File: config.mk
export PLATFORM = sky130hd
export DESIGN_NAME = beta_div
export DESIGN_NICKNAME = d
export VERILOG_FILES = /design/src/rtl/beta_alu_pkg.sv /design/src/rtl/beta_div_step.sv /design/src/rtl/beta_div.sv
export SDC_FILE = /design/constraint.sdc
export NUM_CORES = 1
export LEC_CHECK = 0
export ABC_AREA = 1
export ABC_CLOCK_PERIOD_IN_PS = 2300
export BUFFER_PORTS_ARGS = -buffer_cell sky130_fd_sc_hd__buf_2
export CAP_MARGIN = 20
export CORE_MARGIN = 2
export CORE_UTILIZATION = 35
export CTS_CLUSTER_SIZE = 10
export DETAILED_ROUTE_END_ITERATION = 6
export HOLD_SLACK_MARGIN = 0.05
export PLACE_DENSITY = 0.66
export SKIP_CTS_REPAIR_TIMING = 1
export SYNTH_ARGS = -nofsm -noshare
export SYNTH_HDL_FRONTEND = slang
export SYNTH_SLANG_ARGS = --single-unit
export TNS_END_PERCENT = 1
File: constraint.sdc
create_clock -name clk -period 2.3 [get_ports clk]
set_clock_uncertainty 0.2 [all_clocks]
set_input_delay 0 -clock clk [delete_from_list [all_inputs] [get_ports clk]]
set_output_delay 0 -clock clk [all_outputs]
set_load 0.005 [all_outputs]
File: src/rtl/beta_alu_pkg.sv
// rtl/beta_alu_pkg.sv - shared Beta ALU types and constants (state set depends on BETA_DIV_SIGNED_EN)
package beta_alu_pkg;

    localparam int BETA_WIDTH     = 32;
    localparam int BETA_MAX_WIDTH = 128;

    // Sliced down to the instance width for divide-by-zero quotients.
    localparam logic [BETA_MAX_WIDTH-1:0] BETA_ALL_ONES = '1;

`ifdef BETA_DIV_SIGNED_EN
    typedef enum logic [2:0] {IDLE, PRE, DIVIDE, POST, DONE} div_state_t;
`else
    typedef enum logic [1:0] {IDLE, DIVIDE, DONE} div_state_t;
`endif

endpackage

File: src/rtl/beta_div_step.sv
// rtl/beta_div_step.sv - one restoring-division step: trial subtract and quotient bit
module beta_div_step #(
    parameter int WIDTH = 32
) (
    input  logic [WIDTH-1:0] rem,
    input  logic             q_msb,
    input  logic [WIDTH-1:0] den,
    output logic [WIDTH-1:0] rem_next,
    output logic             q_bit
);

    logic [WIDTH:0] trial;

    // With rem < den held between steps, trial[WIDTH] is exactly the borrow.
    assign trial    = {rem, q_msb} - {1'b0, den};
    assign q_bit    = ~trial[WIDTH];
    assign rem_next = trial[WIDTH] ? {rem[WIDTH-2:0], q_msb} : trial[WIDTH-1:0];

endmodule

File: src/rtl/beta_div.sv
// rtl/beta_div.sv - iterative restoring divider, one quotient bit per cycle; BETA_DIV_SIGNED_EN selects signed operands
module beta_div
    import beta_alu_pkg::*;
#(
    parameter int WIDTH = BETA_WIDTH
) (
    input  logic             clk,
    input  logic             rst_n,
    input  logic             in_valid,
    output logic             in_ready,
    input  logic [WIDTH-1:0] dividend,
    input  logic [WIDTH-1:0] divisor,
    output logic             out_valid,
    input  logic             out_ready,
    output logic [WIDTH-1:0] quotient,
    output logic [WIDTH-1:0] remainder,
    output logic             div_by_zero
);

    localparam int CW = $clog2(WIDTH);
    localparam logic [WIDTH-1:0] DZ_QUOTIENT = BETA_ALL_ONES[WIDTH-1:0];

    div_state_t state, state_next;

    logic [WIDTH-1:0] rem_r, q_r, d_r, dividend_r;
    logic [CW-1:0]    cnt;
    logic             last;
    logic             dz_r;
    logic [WIDTH-1:0] rem_next;
    logic             q_bit;
`ifdef BETA_DIV_SIGNED_EN
    logic             sign_q, sign_r;
`endif

    beta_div_step #(.WIDTH(WIDTH)) u_step (
        .rem      (rem_r),
        .q_msb    (q_r[WIDTH-1]),
        .den      (d_r),
        .rem_next (rem_next),
        .q_bit    (q_bit)
    );

    assign in_ready  = (state == IDLE);
    assign out_valid = (state == DONE);

    always_ff @(posedge clk or negedge rst_n) begin
        if (!rst_n) begin
            state <= IDLE;
        end else begin
            state <= state_next;
        end
    end

    always_comb begin
        state_next = state;
        case (state)
            IDLE: begin
                if (in_valid) begin
`ifdef BETA_DIV_SIGNED_EN
                    state_next = PRE;
`else
                    state_next = DIVIDE;
`endif
                end
            end
`ifdef BETA_DIV_SIGNED_EN
            PRE:    state_next = DIVIDE;
            DIVIDE: if (last) state_next = POST;
            POST:   state_next = DONE;
`else
            DIVIDE: if (last) state_next = DONE;
`endif
            DONE:   if (out_ready) state_next = IDLE;
            default: state_next = IDLE;
        endcase
    end

    always_ff @(posedge clk or negedge rst_n) begin
        if (!rst_n) begin
            rem_r       <= '0;
            q_r         <= '0;
            d_r         <= '0;
            dividend_r  <= '0;
            cnt         <= '0;
            last        <= 1'b0;
            dz_r        <= 1'b0;
            quotient    <= '0;
            remainder   <= '0;
            div_by_zero <= 1'b0;
`ifdef BETA_DIV_SIGNED_EN
            sign_q      <= 1'b0;
            sign_r      <= 1'b0;
`endif
        end else begin
            case (state)
                IDLE: begin
                    if (in_valid) begin
                        rem_r      <= '0;
                        q_r        <= dividend;
                        d_r        <= divisor;
                        dividend_r <= dividend;
                        dz_r       <= (divisor == '0);
                        cnt        <= CW'(WIDTH - 1);
                        last       <= 1'b0;
                    end
                end
`ifdef BETA_DIV_SIGNED_EN
                PRE: begin
                    sign_q <= q_r[WIDTH-1] ^ d_r[WIDTH-1];
                    sign_r <= q_r[WIDTH-1];
                    q_r    <= q_r[WIDTH-1] ? -q_r : q_r;
                    d_r    <= d_r[WIDTH-1] ? -d_r : d_r;
                end
`endif
                DIVIDE: begin
                    if (!last) begin
                        rem_r <= rem_next;
                        q_r   <= {q_r[WIDTH-2:0], q_bit};
                        cnt   <= cnt - 1'b1;
                        last  <= (cnt == '0);
`ifndef BETA_DIV_SIGNED_EN
                    end else begin
                        // Commit cycle: results only ever change on entry to DONE.
                        quotient    <= dz_r ? DZ_QUOTIENT : q_r;
                        remainder   <= dz_r ? dividend_r : rem_r;
                        div_by_zero <= dz_r;
`endif
                    end
                end
`ifdef BETA_DIV_SIGNED_EN
                POST: begin
                    quotient    <= dz_r ? DZ_QUOTIENT : (sign_q ? -q_r : q_r);
                    remainder   <= dz_r ? dividend_r : (sign_r ? -rem_r : rem_r);
                    div_by_zero <= dz_r;
                end
`endif
                default: ;
            endcase
        end
    end

endmodule

==> results of run 1 <==
## power by group through the flow
stage	logic (mW)	registers, mW	clock network (mW)
final	15.4	6.07	3.44
after global routing	17.1	6.24	3.63
after CTS	13.4	6.00	3.49
after detailed placement	13.3	6.04	0
after global placement	13.1	6.00	0
after floorplan	8.43	5.90	0
## worst max-delay path: cells and delay by family, from the launching register on
family | cells | cell delay (ns)
simple gates | 12 | 0.90
buf+inv | 3 | 0.30
fa+ha+maj | 2 | 0.47
flops | 1 | 0.40
## per-stage QoR
stage	setup WS, ns	power [mW]	std cells	utilization (%)
4_1_cts	-0.151	22.9	2265	43.8
6_report	-0.129	24.9	2360	48.3
2_1_floorplan	-0.00250	14.3	1594	-
5_1_grt	-0.258	27.0	2360	48.3
3_5_place_dp	-0.113	19.3	2236	41.7
3_3_place_gp	-0.0890	19.1	2236	41.7
## kinds of logic after synthesis
family                     Yosys count  share of synthesized area (%)
and+or+nand+nor                    827                           29.6
buffers and inverters              321                           11.0
DFF                                202                           44.0
AOI/OAI and AO/OA                  194                           10.4
adders and majority gates           35                           3.88
xor gates and xnor gates            15                           1.14
## state kept, by name, indices dropped and copies added (netlist names)
register / flops
state: 2
q_r: 32
div_by_zero: 1
cnt: 5
quotient: 32
rem_r: 32
dz_r: 1
remainder: 32
dividend_r: 32
d_r: 32
last: 1
## cell usage after synthesis (7+ instances only)
| master | count | area (µm²) |
|---|---|---|
| xnor2_1 | 12 | 105 |
| buf_1 | 11 | 41.3 |
| nand2_1 | 660 | 2480 |
| nand3_1 | 64 | 320 |
| buf_2 | 13 | 65.1 |
| clkbuf_1 | 29 | 109 |
| o211ai_1 | 31 | 233 |
| nor3_1 | 10 | 50.1 |
| a21oi_1 | 17 | 85.1 |
| nand4_1 | 7 | 43.8 |
| o21ai_0 | 105 | 526 |
| nand2_2 | 13 | 81.3 |
| dfrtp_1 | 202 | 5050 |
| a2bb2oi_1 | 32 | 280 |
| nor2_2 | 7 | 43.8 |
| nor2_1 | 45 | 169 |
| inv_1 | 258 | 968 |
| ha_1 | 34 | 425 |
## worst max-delay path by stage
stage / startpoint / to / cells past startpoint
global placement: rem_r[14]$_DFFE_PN0P_ / rem_r[12]$_DFFE_PN0P_ / 15
CTS: rem_r[12]$_DFFE_PN0P_ / rem_r[17]$_DFFE_PN0P_ / 15
global route: q_r[31]$_DFFE_PN0P_ / rem_r[4]$_DFFE_PN0P_ / 16
detailed placement: rem_r[1]$_DFFE_PN0P_ / rem_r[31]$_DFFE_PN0P_ / 15
floorplan: q_r[31]$_DFFE_PN0P_ / rem_r[30]$_DFFE_PN0P_ / 17
finish: q_r[31]$_DFFE_PN0P_ / rem_r[19]$_DFFE_PN0P_ / 17
## final cells by class
cell class	count	share of cell area [%]
Timing Repair Buffer	352	17.1
Sequential cell	202	32.3
Multi-Input combinational cell	1072	36.4
Clock buffer	28	4.14
Clock inverter	1	0.192
Inverter	263	6.31
Tap cell	442	3.54
## layer usage
metal  up-vias  part of all wire [%]
met5         -                     0
met4         0                   2.4
met3        46                   4.9
met2       274                    48
met1      5215                    45
li1       5547                     -
==> run metrics, run 1 <==
# DRC=0; CTS tree=built; initial antenna violation count=0; Async SR Flop Fraction=100%; GR Util met3=2.83%; Arr. time, crit path=2.61 ns; Ports=135; origin of the critical flop-to-flop path=q_r[31]$_DFFE_PN0P_; Worst Hold Path EP=dividend_r[17]$_DFFE_PN0P_; Global Route Usage Sum=18.9%; Mapped Cells=1594; Pins Over Slew Limit=0; CP cell instances=inv_2 > ha_4 > inv_2 > fa_2 > nand2_2 > nand2_2 > nand3_2 > nand2_2 > nand2_2 > nand2_4 > nand2_4 > nand3_4 > nand2_8 > clkbuf_16 > nand2_2 > nand3_2 > nand2_1; drt pass-1 iters=5; CP max-delay cell=dfrtp_1; CP Max Fanout=6; 1st-iter DRT viols=680; status=finished with violations; grt total ovfl=0; Die Wd=185 µm; die area=34300 µm²; Fin Setup TNS=-3.20 ns; Post-DP Area=13500 µm²; Reg2Reg Depth=17; IO Port Bufs=134; vias in the first global route=10400; clock sinks=202; final hold violations=0; most common cell after layout, fill and taps aside=nand2_1; Sw Ratio=45.1%; fin crit period=2.43 ns; H-tree depth=1; Most used DFF post-synth=dfrtp_1; drt total wl=34500 µm; Yosys warning total=0; HPWL Detailed=24300 µm; Yosys reg bits=202; layout cells sized above 1=21.7%; via count=11100; CTS clk-pin slew, worst paths=0.06 ns; RSZ-0062 raised after global routing=yes; Reg area=5060 µm²; Area Overhead vs Synth=36.3%; grt met2 use=30.7%; first-pass GRT wire length=52100 µm; Max-slew headroom=57.1%; Ant. Diodes=0; Max Clock Freq=0.412 GHz; Die Span Y=185 µm; Clock power frac=13.8%; Flop pwr share=24.4%; Synth Cell Area=11500 µm²; CTS Buf Count=24; footprint of the multi-input gates=5690 µm²; sequential area share after synthesis=44.0%; slowest stage delay, CP=0.40 ns; WL per Instance=14.6 µm; Static Leak=8.32 nW; initial core utilization=35.5%; Hold/Removal Path Class=input port to flop; WHS=0.0577 ns; Final ANT Viol Nets=0; P per Cell Area=1590 nW/µm²; critical path launch point type=flop; Worst VDD drop=0.772 mV; clock root buffer=clkbuf_16; Final Cell Area=15600 µm²; syn_nets=1697; Final GP Congestion=0.937; max-cap check violation count=0; final setup violation count=33; Skew-Pair Late Insertion Delay=0.51 ns; Final nets=2018; critical path class=flop to flop; Sw Pwr=11.2 mW; GRT met1 Usage=26.1%; num rows=66; Syn Area/Cell=7.20 µm²; Worst setup EP type=flop; combinational power share=61.8%; GRT Max-Usage Layer=met2; failing checks=negative setup slack; largest net degree at the start of global routing=77; Worst Hold Depth=4; Crit path required time=2.48 ns; layout filler cell count=3194; clk buf depth=3; Post-synth EDFFs=0; reg2reg setup slack=-0.13 ns; Final WS setup=-0.129 ns; Tightest Pin Transition=0.643 ns; Avg Vias per Cell=4.70; worst hold start=dividend[17]; RR Endpoint=rem_r[19]$_DFFE_PN0P_; core area=32400 µm²; P_int=13.7 mW; fin crit share=106%; most frequent cells in the layout=nand2_1 (631), inv_1 (255), dfrtp_1 (201); Synth cell types=41; CP most frequent cell=nand2_2
(Power assumes the default switching activity.)
==> run 2, diff against run 1 <==
--- a/config.mk
+++ b/config.mk
@@ -11,6 +11,7 @@
 export CAP_MARGIN = 20
 export CORE_MARGIN = 2
 export CORE_UTILIZATION = 35
+export CTS_BUF_LIST = sky130_fd_sc_hd__clkbuf_2
 export CTS_CLUSTER_SIZE = 10
 export DETAILED_ROUTE_END_ITERATION = 6
 export HOLD_SLACK_MARGIN = 0.05
==> run 2 against run 1 <==
Effect of this change:
- the run still ends with negative setup slack left
- worst hold slack improved by 0.069 ns
- maximum frequency up 0.41%
- wire length grew 3.6%
- clock power decreased by 26%
- critical endpoint is now rem_r[7]$_DFFE_PN0P_
- largest power group unchanged
- count of clock-buffer cells in the layout grew 44
- critical path type unchanged
- global-route usage rose by 0.51 points
- final area rose by 0.23%
- core utilization increased by 0.11 points
- first-iteration DRC count is 2.9% lower
- sequential share of layout area is 0.083 points lower
- sequential power down 0.8%
==> run metrics, run 2 (synthesis gave the netlist of run 1 again) <==
layout cells sized above 1=20.9% (was 21.7%); CP Max Fanout=11 (was 6); fin crit period=2.42 ns (was 2.43 ns); RSZ-0062 raised after global routing=yes (unchanged); status=finished with violations (unchanged); clock root buffer=clkbuf_2 (was clkbuf_16); Arr. time, crit path=2.94 ns (was 2.61 ns); initial antenna violation count=1 (was 0); Global Route Usage Sum=19.4% (was 18.9%); failing checks=negative setup slack (unchanged); Worst VDD drop=0.639 mV (was 0.772 mV); most frequent cells in the layout=nand2_1 (648), inv_1 (256), dfrtp_1 (202) (was nand2_1 (631), inv_1 (255), dfrtp_1 (201)); Hold/Removal Path Class=input port to flop (unchanged); largest net degree at the start of global routing=77 (unchanged); vias in the first global route=10600 (was 10400); Final WS setup=-0.119 ns (was -0.129 ns); WL per Instance=14.5 µm (was 14.6 µm); Final GP Congestion=0.937 (unchanged); core area=32400 µm² (unchanged); 1st-iter DRT viols=660 (was 680); Final nets=2095 (was 2018); Final Cell Area=15700 µm² (was 15600 µm²); fin crit share=105% (was 106%); Crit path required time=2.82 ns (was 2.48 ns); critical path launch point type=flop (unchanged); Worst setup EP type=flop (unchanged); Final ANT Viol Nets=0 (unchanged); WHS=0.126 ns (was 0.0577 ns); grt total ovfl=0 (unchanged); max-cap check violation count=0 (unchanged); IO Port Bufs=134 (unchanged); final setup violation count=33 (unchanged); origin of the critical flop-to-flop path=d_r[25]$_DFFE_PN0P_ (was q_r[31]$_DFFE_PN0P_); Ports=135 (unchanged); Avg Vias per Cell=4.68 (was 4.70); Die Span Y=185 µm (unchanged); Pins Over Slew Limit=0 (unchanged); critical path class=flop to flop (unchanged); first-pass GRT wire length=52900 µm (was 52100 µm); Layout Utilization=48.4% (was 48.3%); clock sinks=202 (unchanged); num rows=66 (unchanged); Tightest Pin Transition=0.652 ns (was 0.643 ns); Static Leak=8.52 nW (was 8.32 nW); final hold violations=0 (unchanged); Max Clock Freq=0.413 GHz (was 0.412 GHz); HPWL Detailed=24300 µm (unchanged); die area=34300 µm² (unchanged); drt pass-1 iters=5 (unchanged); DP Cell Count=2236 (unchanged); worst hold start=in_valid (was dividend[17]); P per Cell Area=1480 nW/µm² (was 1590 nW/µm²); Area Overhead vs Synth=36.6% (was 36.3%); non-filler cells, final=2473 (was 2360); Max-slew headroom=56.6% (was 57.1%); Die Wd=185 µm (unchanged); Skew-Pair Late Insertion Delay=0.89 ns (was 0.51 ns); initial core utilization=35.5% (unchanged); CTS Buf Count=52 (was 24); CTS clk-pin slew, worst paths=0.14 ns (was 0.06 ns); Crit. Startpoint=d_r[25]$_DFFE_PN0P_ (was q_r[31]$_DFFE_PN0P_); most common cell after layout, fill and taps aside=nand2_1 (unchanged); Pwr Total=23.1 mW (was 24.9 mW); clk buf depth=3 (unchanged); via count=11600 (was 11100); # DRC=0 (unchanged); drt total wl=35700 µm (was 34500 µm); H-tree depth=2 (was 1); CTS tree=built (unchanged); Post-DP Area=13500 µm² (unchanged)
## run 2: changes by cell type in the layout (fill, tap and decap cells not counted), moves of 3 or more
cell / change
nor2_4: -3
clkbuf_2: +72
clkinv_1: +11
clkinv_2: +8
nand3_2: -12
dlygate4sd3_1: +53
ha_4: -6
nand3_1: +12
nand2_4: -6
nand2_2: -11
ha_1: +6
clkbuf_16: -25
nand2_1: +17
## run 2: path summary, 6_finish.rpt
path | slack, ns | end | depth (start not counted)
worst min-delay path | 0.13 | cnt[2]$_DFFE_PN0P_ | 7
max in group asynchronous | 0.46 | dividend_r[21]$_DFFE_PN0P_ | 5
worst max-delay path | -0.12 | rem_r[7]$_DFFE_PN0P_ | 15
min in group asynchronous | 0.61 | quotient[6]$_DFFE_PN0P_ | 4
worst min register to register | 0.28 | remainder[24]$_DFFE_PN0P_ | 2
worst max register to register | -0.12 | rem_r[7]$_DFFE_PN0P_ | 15
## run 2: power by group
group / internal, mW / leakage [nW] / switching (mW)
clock: 0.968 / 0.362 / 1.57
combinational: 6.06 / 5.66 / 8.52
sequential: 5.16 / 2.50 / 0.859
## run 2: cell type report
class | instances | area, µm²
Sequential cell | 202 | 5050
Inverter | 263 | 987
Clock inverter | 20 | 111
Antenna cell | 1 | 2.50
Clock buffer | 72 | 360
Tap cell | 442 | 553
Timing Repair Buffer | 401 | 3170
Multi-Input combinational cell | 1072 | 5440
Fill cell | 3228 | 16700
## run 2: routing by layer
metal,vias up,global-route usage (%),share of wire (%)
met4,0,7.65,3.6
met5,-,0,0
li1,5757,-,-
met3,87,3.78,5.8
met2,364,30.8,47
met1,5369,26.1,44
## run 2: critical path, stage by stage (launching register included)
cell and delay [ns]:
dfrtp_1 0.35, inv_1 0.09, ha_4 0.29, nand2_2 0.06, nor2_2 0.13, inv_2 0.07, nor3_4 0.16, and2_4 0.19
nand2_4 0.08, nand2_4 0.09, nand2_4 0.07, nand2_8 0.12, clkbuf_16 0.17, nand2_2 0.05, nand3_1 0.07, nand2_1 0.06
## run 2: per-stage QoR
stage | TNS [ns] | setup slack (ns)
after floorplan | -0.00250 | -0.00250
after global placement | -1.94 | -0.0890
after detailed placement | -2.46 | -0.113
after CTS | -4.12 | -0.187
after global routing | -7.54 | -0.265
final | -2.44 | -0.119
==> run 3, diff against run 2 <==
--- a/config.mk
+++ b/config.mk
@@ -9,6 +9,7 @@
 export ABC_CLOCK_PERIOD_IN_PS = 2300
 export BUFFER_PORTS_ARGS = -buffer_cell sky130_fd_sc_hd__buf_2
 export CAP_MARGIN = 20
+export CORE_ASPECT_RATIO = 1.25
 export CORE_MARGIN = 2
 export CORE_UTILIZATION = 35
 export CTS_BUF_LIST = sky130_fd_sc_hd__clkbuf_2
==> run 3 against run 2 <==
Effect of this change:
- sequential power barely moved
- the run still ends with negative setup slack left
- cell count shrank 0.57%
- non-clock buffer count grew 14
- highest routed layer is now met5
- via count down 0.79%
- core utilization grew 0.27 points
- largest cell class unchanged
- combinational power increased by 3%
- first-iteration DRC count is 3.5% higher
- global-route usage about the same
- register-to-register slack hardly changed
==> run metrics, run 3 (synthesis gave the netlist of run 1 again) <==
status=finished with violations (unchanged); failing checks=negative setup slack (unchanged); most frequent cells in the layout=nand2_1 (638), inv_1 (251), dfrtp_1 (198) (was nand2_1 (648), inv_1 (256), dfrtp_1 (202)); CP max-delay cell=dfrtp_1 (unchanged); WL per Instance=14.7 µm (was 14.5 µm); P per Cell Area=1480 nW/µm² (about the same); final hold violations=0 (unchanged); initial antenna violation count=3 (was 1); Tightest Pin Transition=0.837 ns (was 0.652 ns); Post-DP Area=13500 µm² (about the same); CTS tree=built (unchanged); Crit path required time=2.86 ns (was 2.82 ns); clock sinks=202 (unchanged); final setup violation count=33 (unchanged); num rows=74 (was 66); Final nets=2107 (was 2095); non-filler cells, final=2459 (was 2473); Area Overhead vs Synth=37.9% (was 36.6%); CP Max Fanout=7 (was 11); Worst setup EP type=flop (unchanged); Avg Vias per Cell=4.67 (was 4.68); CP cell instances=inv_2 > ha_4 > inv_2 > fa_2 > nand2_1 > nand2_1 > nand3_2 > nand2_2 > nand2_2 > nand2_2 > nand2_4 > nand2_4 > nand2_4 > nand2_8 > buf_12 > nand2_1 > nand3_1 > nand2_1 (was inv_1 > ha_4 > nand2_2 > nor2_2 > inv_2 > nor3_4 > and2_4 > nand2_4 > nand2_4 > nand2_4 > nand2_8 > clkbuf_16 > nand2_2 > nand3_1 > nand2_1); Die Span Y=206 µm (was 185 µm); first-pass GRT wire length=53800 µm (was 52900 µm); via count=11500 (was 11600); max-cap check violation count=0 (unchanged); critical path launch point type=flop (unchanged); Reg area=5060 µm² (was 5050 µm²); footprint of the multi-input gates=5510 µm² (was 5440 µm²); fin crit period=2.43 ns (was 2.42 ns); Sw Pwr=11.1 mW (was 10.9 mW); grt total ovfl=0 (unchanged); H-tree depth=2 (unchanged); reg2reg setup slack=-0.13 ns (was -0.12 ns); Final ANT Viol Nets=0 (unchanged); CTS Buf Count=51 (was 52); Max-slew headroom=44.2% (was 56.6%); most common cell after layout, fill and taps aside=nand2_1 (unchanged); combinational power share=63.7% (was 63.0%); Arr. time, crit path=2.99 ns (was 2.94 ns); Final Cell Area=15800 µm² (was 15700 µm²); layout cells sized above 1=22.6% (was 20.9%); # DRC=0 (unchanged); Global Route Usage Sum=19.4% (about the same); largest net degree at the start of global routing=82 (was 77); clock root buffer=clkbuf_2 (unchanged); drt total wl=36100 µm (was 35700 µm); Flop pwr share=25.7% (was 26.0%); initial core utilization=35.3% (was 35.5%); Static Leak=8.59 nW (was 8.52 nW); Clock power frac=10.5% (was 11.0%); Layout Utilization=48.7% (was 48.4%); Hold/Removal Path Class=input port to flop (unchanged); Fin Setup TNS=-2.73 ns (was -2.44 ns); CTS clk-pin slew, worst paths=0.11 ns (was 0.14 ns); fin crit share=106% (was 105%); core area=32500 µm² (was 32400 µm²); vias in the first global route=10800 (was 10600); Die Wd=166 µm (was 185 µm); layout filler cell count=3058 (was 3228); Worst VDD drop=0.713 mV (was 0.639 mV); 1st-iter DRT viols=683 (was 660); CP most frequent cell=nand2_1 (was nand2_4); Max Clock Freq=0.412 GHz (was 0.413 GHz); Final GP Congestion=0.913 (was 0.937); Pins Over Slew Limit=0 (unchanged); critical path class=flop to flop (unchanged); HPWL Detailed=25000 µm (was 24300 µm); P_int=12.4 mW (was 12.2 mW); RSZ-0062 raised after global routing=yes (unchanged); die area=34300 µm² (about the same); DP Cell Count=2217 (was 2236); slowest stage delay, CP=0.39 ns (was 0.35 ns); Ports=135 (unchanged); Skew-Pair Late Insertion Delay=0.90 ns (was 0.89 ns); drt pass-1 iters=5 (unchanged); clk buf depth=3 (unchanged); Sw Ratio=47.2% (was 47.3%); IO Port Bufs=134 (unchanged); Final WS setup=-0.129 ns (was -0.119 ns)
-- run 3: per-layer routing --
layer	global-route usage, %	vias up	wire, µm	part of all wire (%)
met1	23.4	5336	15100	42
met3	3.33	90	1610	4.4
li1	-	5764	-	-
met4	8.42	2	1320	3.7
met2	34.2	294	18100	50
met5	0	-	9	0.025
-- run 3: cell type report --
class / instances / area share, %
diodes: 2 / 0.0316
multi-input cells: 1071 / 34.8
flip-flops and latches: 202 / 32.0
repair buffers: 415 / 20.8
clock inverters: 17 / 0.601
well taps: 418 / 3.30
inverters: 263 / 6.24
clock buffers: 71 / 2.25
-- run 3: worst paths after layout --
path	start	end	cells after the start
min in group asynchronous	rst_n	quotient[2]$_DFFE_PN0P_	5
worst max-delay path	q_r[31]$_DFFE_PN0P_	rem_r[19]$_DFFE_PN0P_	18
max in group asynchronous	rst_n	q_r[19]$_DFFE_PN0P_	6
worst min-delay path	divisor[25]	d_r[25]$_DFFE_PN0P_	5
worst min register to register	remainder[18]$_DFFE_PN0P_	remainder[18]$_DFFE_PN0P_	2
worst max register to register	q_r[31]$_DFFE_PN0P_	rem_r[19]$_DFFE_PN0P_	18
-- run 3: power groups by stage --
stage	Clock, mW	Sequential (mW)	Combinational, mW
2_1_floorplan	0	5.90	8.43
3_3_place_gp	0	6.01	13.3
3_5_place_dp	0	6.04	13.5
4_1_cts	2.56	5.99	13.6
5_1_grt	2.74	6.20	16.8
6_report	2.48	6.05	15.0
-- run 3: worst max-delay path, delay by kind of cell, from the launching register on --
kind | cells | cell delay, ns
flip-flops | 1 | 0.39
adder cells (fa/ha/maj) | 2 | 0.48
AND/OR/NAND/NOR | 13 | 0.98
buffers and inverters | 3 | 0.26
-- run 3: stage by stage --
| step | hold WS [ns] | setup slack (ns) | total power [mW] |
|---|---|---|---|
| 2_1_floorplan | -0.496 | -0.00250 | 14.3 |
| 3_3_place_gp | -0.180 | -0.0864 | 19.4 |
| 3_5_place_dp | -0.179 | -0.139 | 19.6 |
| 4_1_cts | -1.17 | -0.220 | 22.2 |
| 5_1_grt | 0.160 | -0.259 | 25.7 |
| 6_report | 0.234 | -0.129 | 23.5 |
